## src/rtl/btb_pkg.sv

```systemverilog
// Shared types and defaults for the BTB update path: the queued update payload
// and the resolve-outcome classification helper.
package btb_pkg;

  localparam int unsigned BTB_FIFO_DEPTH_DEF = 4;
  localparam int unsigned BTB_STARVE_MAX_DEF = 15;

  typedef struct packed {
    logic        invalid;
    logic [31:1] pc;
    logic [31:0] target;
  } btb_upd_t;

  localparam int unsigned BTB_UPD_W = $bits(btb_upd_t);

  // A BTB write is needed when a taken branch was missed or mistargeted,
  // or when a not-taken branch still has a live BTB entry.
  function automatic logic needs_update(input logic        taken,
                                        input logic        pred_hit,
                                        input logic [31:1] pred_target,
                                        input logic [31:0] target);
    if (taken) return !pred_hit || (pred_target != target[31:1]);
    return pred_hit;
  endfunction

endpackage

```

## src/rtl/sync_fifo.sv

```systemverilog
// Single-clock in-order FIFO with registered storage and combinational head.
// Pushes while full and pops while empty are ignored.
module sync_fifo #(
  parameter int unsigned WIDTH = 8,
  parameter int unsigned DEPTH = 4
) (
  input  logic             i_clk,
  input  logic             i_reset,
  input  logic             i_push,
  input  logic             i_pop,
  input  logic [WIDTH-1:0] i_data,
  output logic [WIDTH-1:0] o_data,
  output logic             o_full,
  output logic             o_empty
);

  localparam int unsigned AW = (DEPTH > 1) ? $clog2(DEPTH) : 1;

  logic [WIDTH-1:0] r_mem [DEPTH];
  logic [AW:0]      r_wr_ptr;
  logic [AW:0]      r_rd_ptr;
  logic             w_push;
  logic             w_pop;

  assign w_push = i_push & ~o_full;
  assign w_pop  = i_pop & ~o_empty;

  // Extra MSB on each pointer distinguishes full from empty after wrap.
  assign o_empty = (r_wr_ptr == r_rd_ptr);
  assign o_full  = (r_wr_ptr[AW] != r_rd_ptr[AW]) &&
                   (r_wr_ptr[AW-1:0] == r_rd_ptr[AW-1:0]);
  assign o_data  = r_mem[r_rd_ptr[AW-1:0]];

  always_ff @(posedge i_clk) begin
    if (i_reset) begin
      r_wr_ptr <= '0;
      r_rd_ptr <= '0;
    end else begin
      if (w_push) r_wr_ptr <= r_wr_ptr + (AW+1)'(1);
      if (w_pop)  r_rd_ptr <= r_rd_ptr + (AW+1)'(1);
    end
  end

  always_ff @(posedge i_clk) begin
    if (w_push) r_mem[r_wr_ptr[AW-1:0]] <= i_data;
  end

endmodule

```

## src/rtl/btb_update.sv

```systemverilog
// Queues BTB allocate/retarget/invalidate updates from branch resolution and
// drives them onto the shared BTB port, yielding to fetch until starved.
// Optional BTB_UPDATE_STATS_EN adds write/invalidate/forced-write counters.
module btb_update
  import btb_pkg::*;
#(
  parameter int unsigned FIFO_DEPTH = BTB_FIFO_DEPTH_DEF,
  parameter int unsigned STARVE_MAX = BTB_STARVE_MAX_DEF
) (
  input  logic        clk,
  input  logic        reset,
  input  logic        resolve_valid,
  output logic        resolve_ready,
  input  logic [31:1] resolve_pc,
  input  logic        resolve_taken,
  input  logic [31:0] resolve_target,
  input  logic        resolve_pred_hit,
  input  logic [31:1] resolve_pred_target,
  input  logic        fetch_btb_rd,
  output logic        btb_rd_kill,
  output logic        btb_wr,
  output logic        btb_invalid,
  output logic [31:1] pc_w,
  output logic [31:0] target_pc_w
`ifdef BTB_UPDATE_STATS_EN
  ,
  output logic [31:0] stat_wr_cnt,
  output logic [31:0] stat_inv_cnt,
  output logic [31:0] stat_force_cnt
`endif
);

  localparam int unsigned SW = $clog2(STARVE_MAX + 1);

  btb_upd_t        w_new;
  btb_upd_t        w_head;
  logic            w_full;
  logic            w_empty;
  logic            w_push;
  logic            w_pop;
  logic            w_starved;
  logic [SW-1:0]   r_starve_cnt;

  assign w_new.invalid = ~resolve_taken;
  assign w_new.pc      = resolve_pc;
  assign w_new.target  = resolve_target;

  assign resolve_ready = ~w_full;
  assign w_push = resolve_valid & ~w_full &
                  needs_update(resolve_taken, resolve_pred_hit,
                               resolve_pred_target, resolve_target);

  assign w_starved = (r_starve_cnt == SW'(STARVE_MAX));
  // No write during the reset cycle; queued updates are dropped instead.
  assign w_pop = ~reset & ~w_empty & (~fetch_btb_rd | w_starved);

  sync_fifo #(
    .WIDTH (BTB_UPD_W),
    .DEPTH (FIFO_DEPTH)
  ) u_fifo (
    .i_clk   (clk),
    .i_reset (reset),
    .i_push  (w_push),
    .i_pop   (w_pop),
    .i_data  (w_new),
    .o_data  (w_head),
    .o_full  (w_full),
    .o_empty (w_empty)
  );

  // Write port: head fields on a write, all zero otherwise.
  always_comb begin
    btb_wr      = 1'b0;
    btb_invalid = 1'b0;
    btb_rd_kill = 1'b0;
    pc_w        = '0;
    target_pc_w = '0;
    if (w_pop) begin
      btb_wr      = 1'b1;
      btb_invalid = w_head.invalid;
      btb_rd_kill = fetch_btb_rd;
      pc_w        = w_head.pc;
      target_pc_w = w_head.target;
    end
  end

  always_ff @(posedge clk) begin
    if (reset || w_empty || w_pop) r_starve_cnt <= '0;
    else                           r_starve_cnt <= r_starve_cnt + SW'(1);
  end

`ifdef BTB_UPDATE_STATS_EN
  logic [31:0] r_stat_wr;
  logic [31:0] r_stat_inv;
  logic [31:0] r_stat_force;

  always_ff @(posedge clk) begin
    if (reset) begin
      r_stat_wr    <= '0;
      r_stat_inv   <= '0;
      r_stat_force <= '0;
    end else begin
      if (btb_wr)      r_stat_wr    <= r_stat_wr + 32'd1;
      if (btb_invalid) r_stat_inv   <= r_stat_inv + 32'd1;
      if (btb_rd_kill) r_stat_force <= r_stat_force + 32'd1;
    end
  end

  assign stat_wr_cnt    = r_stat_wr;
  assign stat_inv_cnt   = r_stat_inv;
  assign stat_force_cnt = r_stat_force;
`endif

endmodule

```

## config.mk

```make
export PLATFORM = sky130hd
export DESIGN_NAME = btb_update
export DESIGN_NICKNAME = d
export VERILOG_FILES = /design/src/rtl/btb_pkg.sv /design/src/rtl/sync_fifo.sv /design/src/rtl/btb_update.sv
export SDC_FILE = /design/constraint.sdc
export NUM_CORES = 1
export LEC_CHECK = 0
export CORE_UTILIZATION = 50
export DETAILED_ROUTE_END_ITERATION = 16
export PLACE_DENSITY = 0.81
export SLEW_MARGIN = 15
export SYNTH_ARGS = -nofsm -noshare
export SYNTH_HDL_FRONTEND = slang
export SYNTH_SLANG_ARGS = --single-unit
```

## constraint.sdc

```tcl
create_clock -name clk -period 6.2 [get_ports clk]
set_clock_uncertainty 0.15 [all_clocks]
set_input_delay 1.24 -clock clk [delete_from_list [all_inputs] [get_ports clk]]
set_output_delay 1.24 -clock clk [all_outputs]
set_load 0.03 [all_outputs]
```

==> impl_metrics.py <==
metrics = {
    "critical_path": {
        "worstPathRequired_ns": 4.81,
        "crit_path_end_kind": "output pin",
        "cp_slowest_stage_delay_ns": 0.70,
        "critPathKind": "input pin to output pin",
        "rrSetupSlack_ns": 3.47,
        "crit_buf_inv": 3,
        "cpMostUsedCell": "clkdlybuf4s50_1",
        "path_max_fanout": 56,
        "cp.arrival_ns": 3.71,
        "critPathSlowestCell": "clkdlybuf4s50_1",
        "crit_chain": "clkdlybuf4s50_1 -> nand2_2 -> buf_4 -> and3_1 -> clkdlybuf4s50_1",
        "crit_family": "buffers and inverters",
        "critPathLaunchType": "input pin",
    },
    "yosys": {
        "syn_area_mm2": 0.01066,
        "synth_warnings": 0,
        "syn-num-nets": 627,
        "synth_cells": 521,
        "synth-seq-cells": 268,
        "ys_seq_area_frac": 0.7439,
        "ys_types": 31,
        "synth_ff_type": "edfxtp_1",
        "syn_area_per_cell_um2": 20.45,
        "synthArstFlopShare": 0,
        "synth_edf_count": 256,
    },
    "clock_network": {
        "cts_buffers": 27,
        "cts_tree": "yes",
        "worstSkewPairLatency_ns": 0.52,
        "clockBufferDepth": 3,
        "clkTransAtPathRegs_ns": 0.06,
        "root_buffer": "clkbuf_16",
        "clock_sinks": 268,
        "post_cts_buffers": 0,
        "ctsHtreeMaxLevel": 1,
        "holdBufCountCts": 0,
        "post_cts_resize_count": 0,
    },
    "pwr": {
        "swShare": 0.2320,
        "power_density_mw_per_mm2": 320.4,
        "power_frac_clock": 0.380,
        "p_sw_mw": 1.007,
        "comb_power_share": 0.134,
        "internal-power_mw": 3.334,
        "seq_power_share": 0.487,
        "cellLeakagePower_nw": 4.495,
        "vdd_drop_max_uv": 222.3,
    },
    "global_routing": {
        "grt_pass1_wl_um": 32270,
        "grtUsageTotal": 0.1962,
        "antenna_found_initial": 2,
        "grt_max_degree": 65,
        "grt-ovfl-total": 0,
        "grt_pass1_vias": 5883,
    },
    "sta": {
        "hold_viol_final": 0,
        "fin_tns_setup_ns": 0,
        "fin_crit_sh": 0.8223,
        "fmaxAchievable_mhz": 196.1,
        "drv_slew": 0,
        "rsz0062_at_grt": "no",
        "finalSetupViolCount": 0,
        "worst_slack_ns": 1.102,
        "worstMarginPinSlew_ns": 1.006,
        "slew-limit-headroom": 0.3294,
        "min_period_ns": 5.098,
    },
    "detailed_routing": {
        "dr.pass1.iters": 4,
        "wirelength_um": 21350,
        "drc": 0,
        "wl_per_cell_um": 21.58,
        "viasPerCell": 5.575,
        "ant_nets": 0,
        "drt_iter0_markers": 271,
        "via_count": 5514,
    },
    "place": {
        "dpl_worst_slack_ns": 1.133,
        "port_buffers": 166,
        "gp_congestion": 0.7778,
        "hpwlAfterDp_um": 12880,
    },
    "die": {
        "io_pins": 167,
        "row_count": 53,
        "die_area_mm2": 0.02190,
        "start_util": 0.5085,
        "core_area_mm2": 0.02096,
        "die_h_um": 148.0,
        "die_w_um": 148.0,
    },
    "min_path": {
        "hp-class": "register to register",
    },
    "final_layout": {
        "num_antenna_cells": 0,
        "layout.nets": 799,
        "syn2layout_area_growth_pct": 27.17,
        "layout-drive-gt1-share": 0.1807,
    },
    "run_status": {
        "outcome": "finished, final reports clean",
    },
    "run": {
        "maxCapViolations": 0,
    },
}
==> worst paths after layout <==
| kind | from | depth (start not counted) | endpoint |
|---|---|---|---|
| worst max-delay path | fetch_btb_rd | 5 | target_pc_w[10] |
| worst min register to register | r_starve_cnt[0]$_SDFF_PP0_ | 1 | r_starve_cnt[0]$_SDFF_PP0_ |
| worst min-delay path | r_starve_cnt[0]$_SDFF_PP0_ | 1 | r_starve_cnt[0]$_SDFF_PP0_ |
| worst max register to register | u_fifo.r_wr_ptr[0]$_SDFFE_PP0P_ | 5 | u_fifo.r_mem[2][41]$_DFFE_PP_ |
==> sequential cells by signal, indices dropped and copies added, names as in the netlist, named ones only <==
| name | count |
|---|---|
| u_fifo.r_rd_ptr | 3 |
| u_fifo.r_wr_ptr | 3 |
| r_starve_cnt | 4 |
| u_fifo.r_mem | 256 |
==> stage by stage <==
step	std cells	hold slack, ns	power (mW)	util	cell area [um^2]
final	989	0.3122	4.342	0.6467	13550
after global routing	989	0.3413	4.483	0.6467	13550
after CTS	989	0.3143	4.377	0.6467	13550
after detailed placement	939	0.3059	2.740	0.6026	12630
after global placement	939	0.2764	2.722	0.6026	12630
after floorplan	521	0.2679	2.499	-	10660
==> cell families after synthesis <==
kind of cell    synth area share
mux                       0.1390
simple gates             0.06000
fa+ha+maj               0.007045
compound gates          0.004227
buf+inv                  0.01456
flops                     0.7439
xor+xnor                 0.03123
==> power by group through the flow <==
stage	combinational [mW]	sequential [mW]	clock (mW)
after floorplan	0.389	2.11	0
after global placement	0.573	2.15	0
after detailed placement	0.585	2.16	0
after CTS	0.588	2.12	1.67
after global routing	0.616	2.12	1.74
final	0.580	2.11	1.65
==> Yosys cell counts (2+ instances only) <==
master | n | area [um^2]
ha_1 | 6 | 75.07
nand3_1 | 6 | 30.03
buf_1 | 2 | 7.510
inv_1 | 6 | 22.52
nor2_1 | 8 | 30.03
mux2_4 | 2 | 30.03
clkbuf_1 | 20 | 75.07
buf_4 | 6 | 45.04
xnor2_1 | 32 | 280.3
mux4_2 | 64 | 1441
nand2_1 | 4 | 15.01
dfxtp_1 | 12 | 240.2
edfxtp_1 | 256 | 7687
nand2b_1 | 2 | 12.51
nand3b_1 | 2 | 15.01
and3_1 | 65 | 406.6
o21ai_1 | 2 | 10.01
xor2_1 | 6 | 52.55
and2_1 | 3 | 18.77
nand4_1 | 6 | 37.54
==> cell usage in the layout, fill, tap and decap left out, types with 2 or more instances in the layout <==
cell type        synthesis  routed
and2_4                   0       3
and3_1                  65      65
buf_4                    6       5
bufinv_16                0       4
clkbuf_1                20       3
clkbuf_16                0      27
clkdlybuf4s50_1          0     166
clkinv_1                 0       3
clkinvlp_4               0       9
dfxtp_1                 12      10
dfxtp_4                  0       2
edfxtp_1               256     256
ha_1                     6       6
inv_1                    6       6
mux2_4                   2       2
mux4_2                  64      64
nand2_1                  4       3
nand2b_1                 2       2
nand3_1                  6       6
nand3b_1                 2       2
nand4_1                  6       6
nor2_1                   8       8
o21ai_1                  2       2
xnor2_1                 32      32
xor2_1                   6       6
==> area by class of cell <==
| type | instances | area (um^2) |
|---|---|---|
| Sequential cell | 268 | 7935 |
| Fill cell | 1439 | 7403 |
| Multi-Input combinational cell | 218 | 2606 |
| Timing Repair Buffer | 172 | 1719 |
| Clock buffer | 30 | 686.9 |
| Tap cell | 275 | 344.1 |
| Clock inverter | 20 | 237.7 |
| Inverter | 6 | 22.52 |
==> per-layer routing <==
metal,share of wire,GRT usage
met1,0.40,0.2537
met2,0.52,0.3345
met4,0.022,0.06031
met3,0.065,0.04074
met5,0.0015,0
Note: power is estimated with default switching activity, not from simulation.
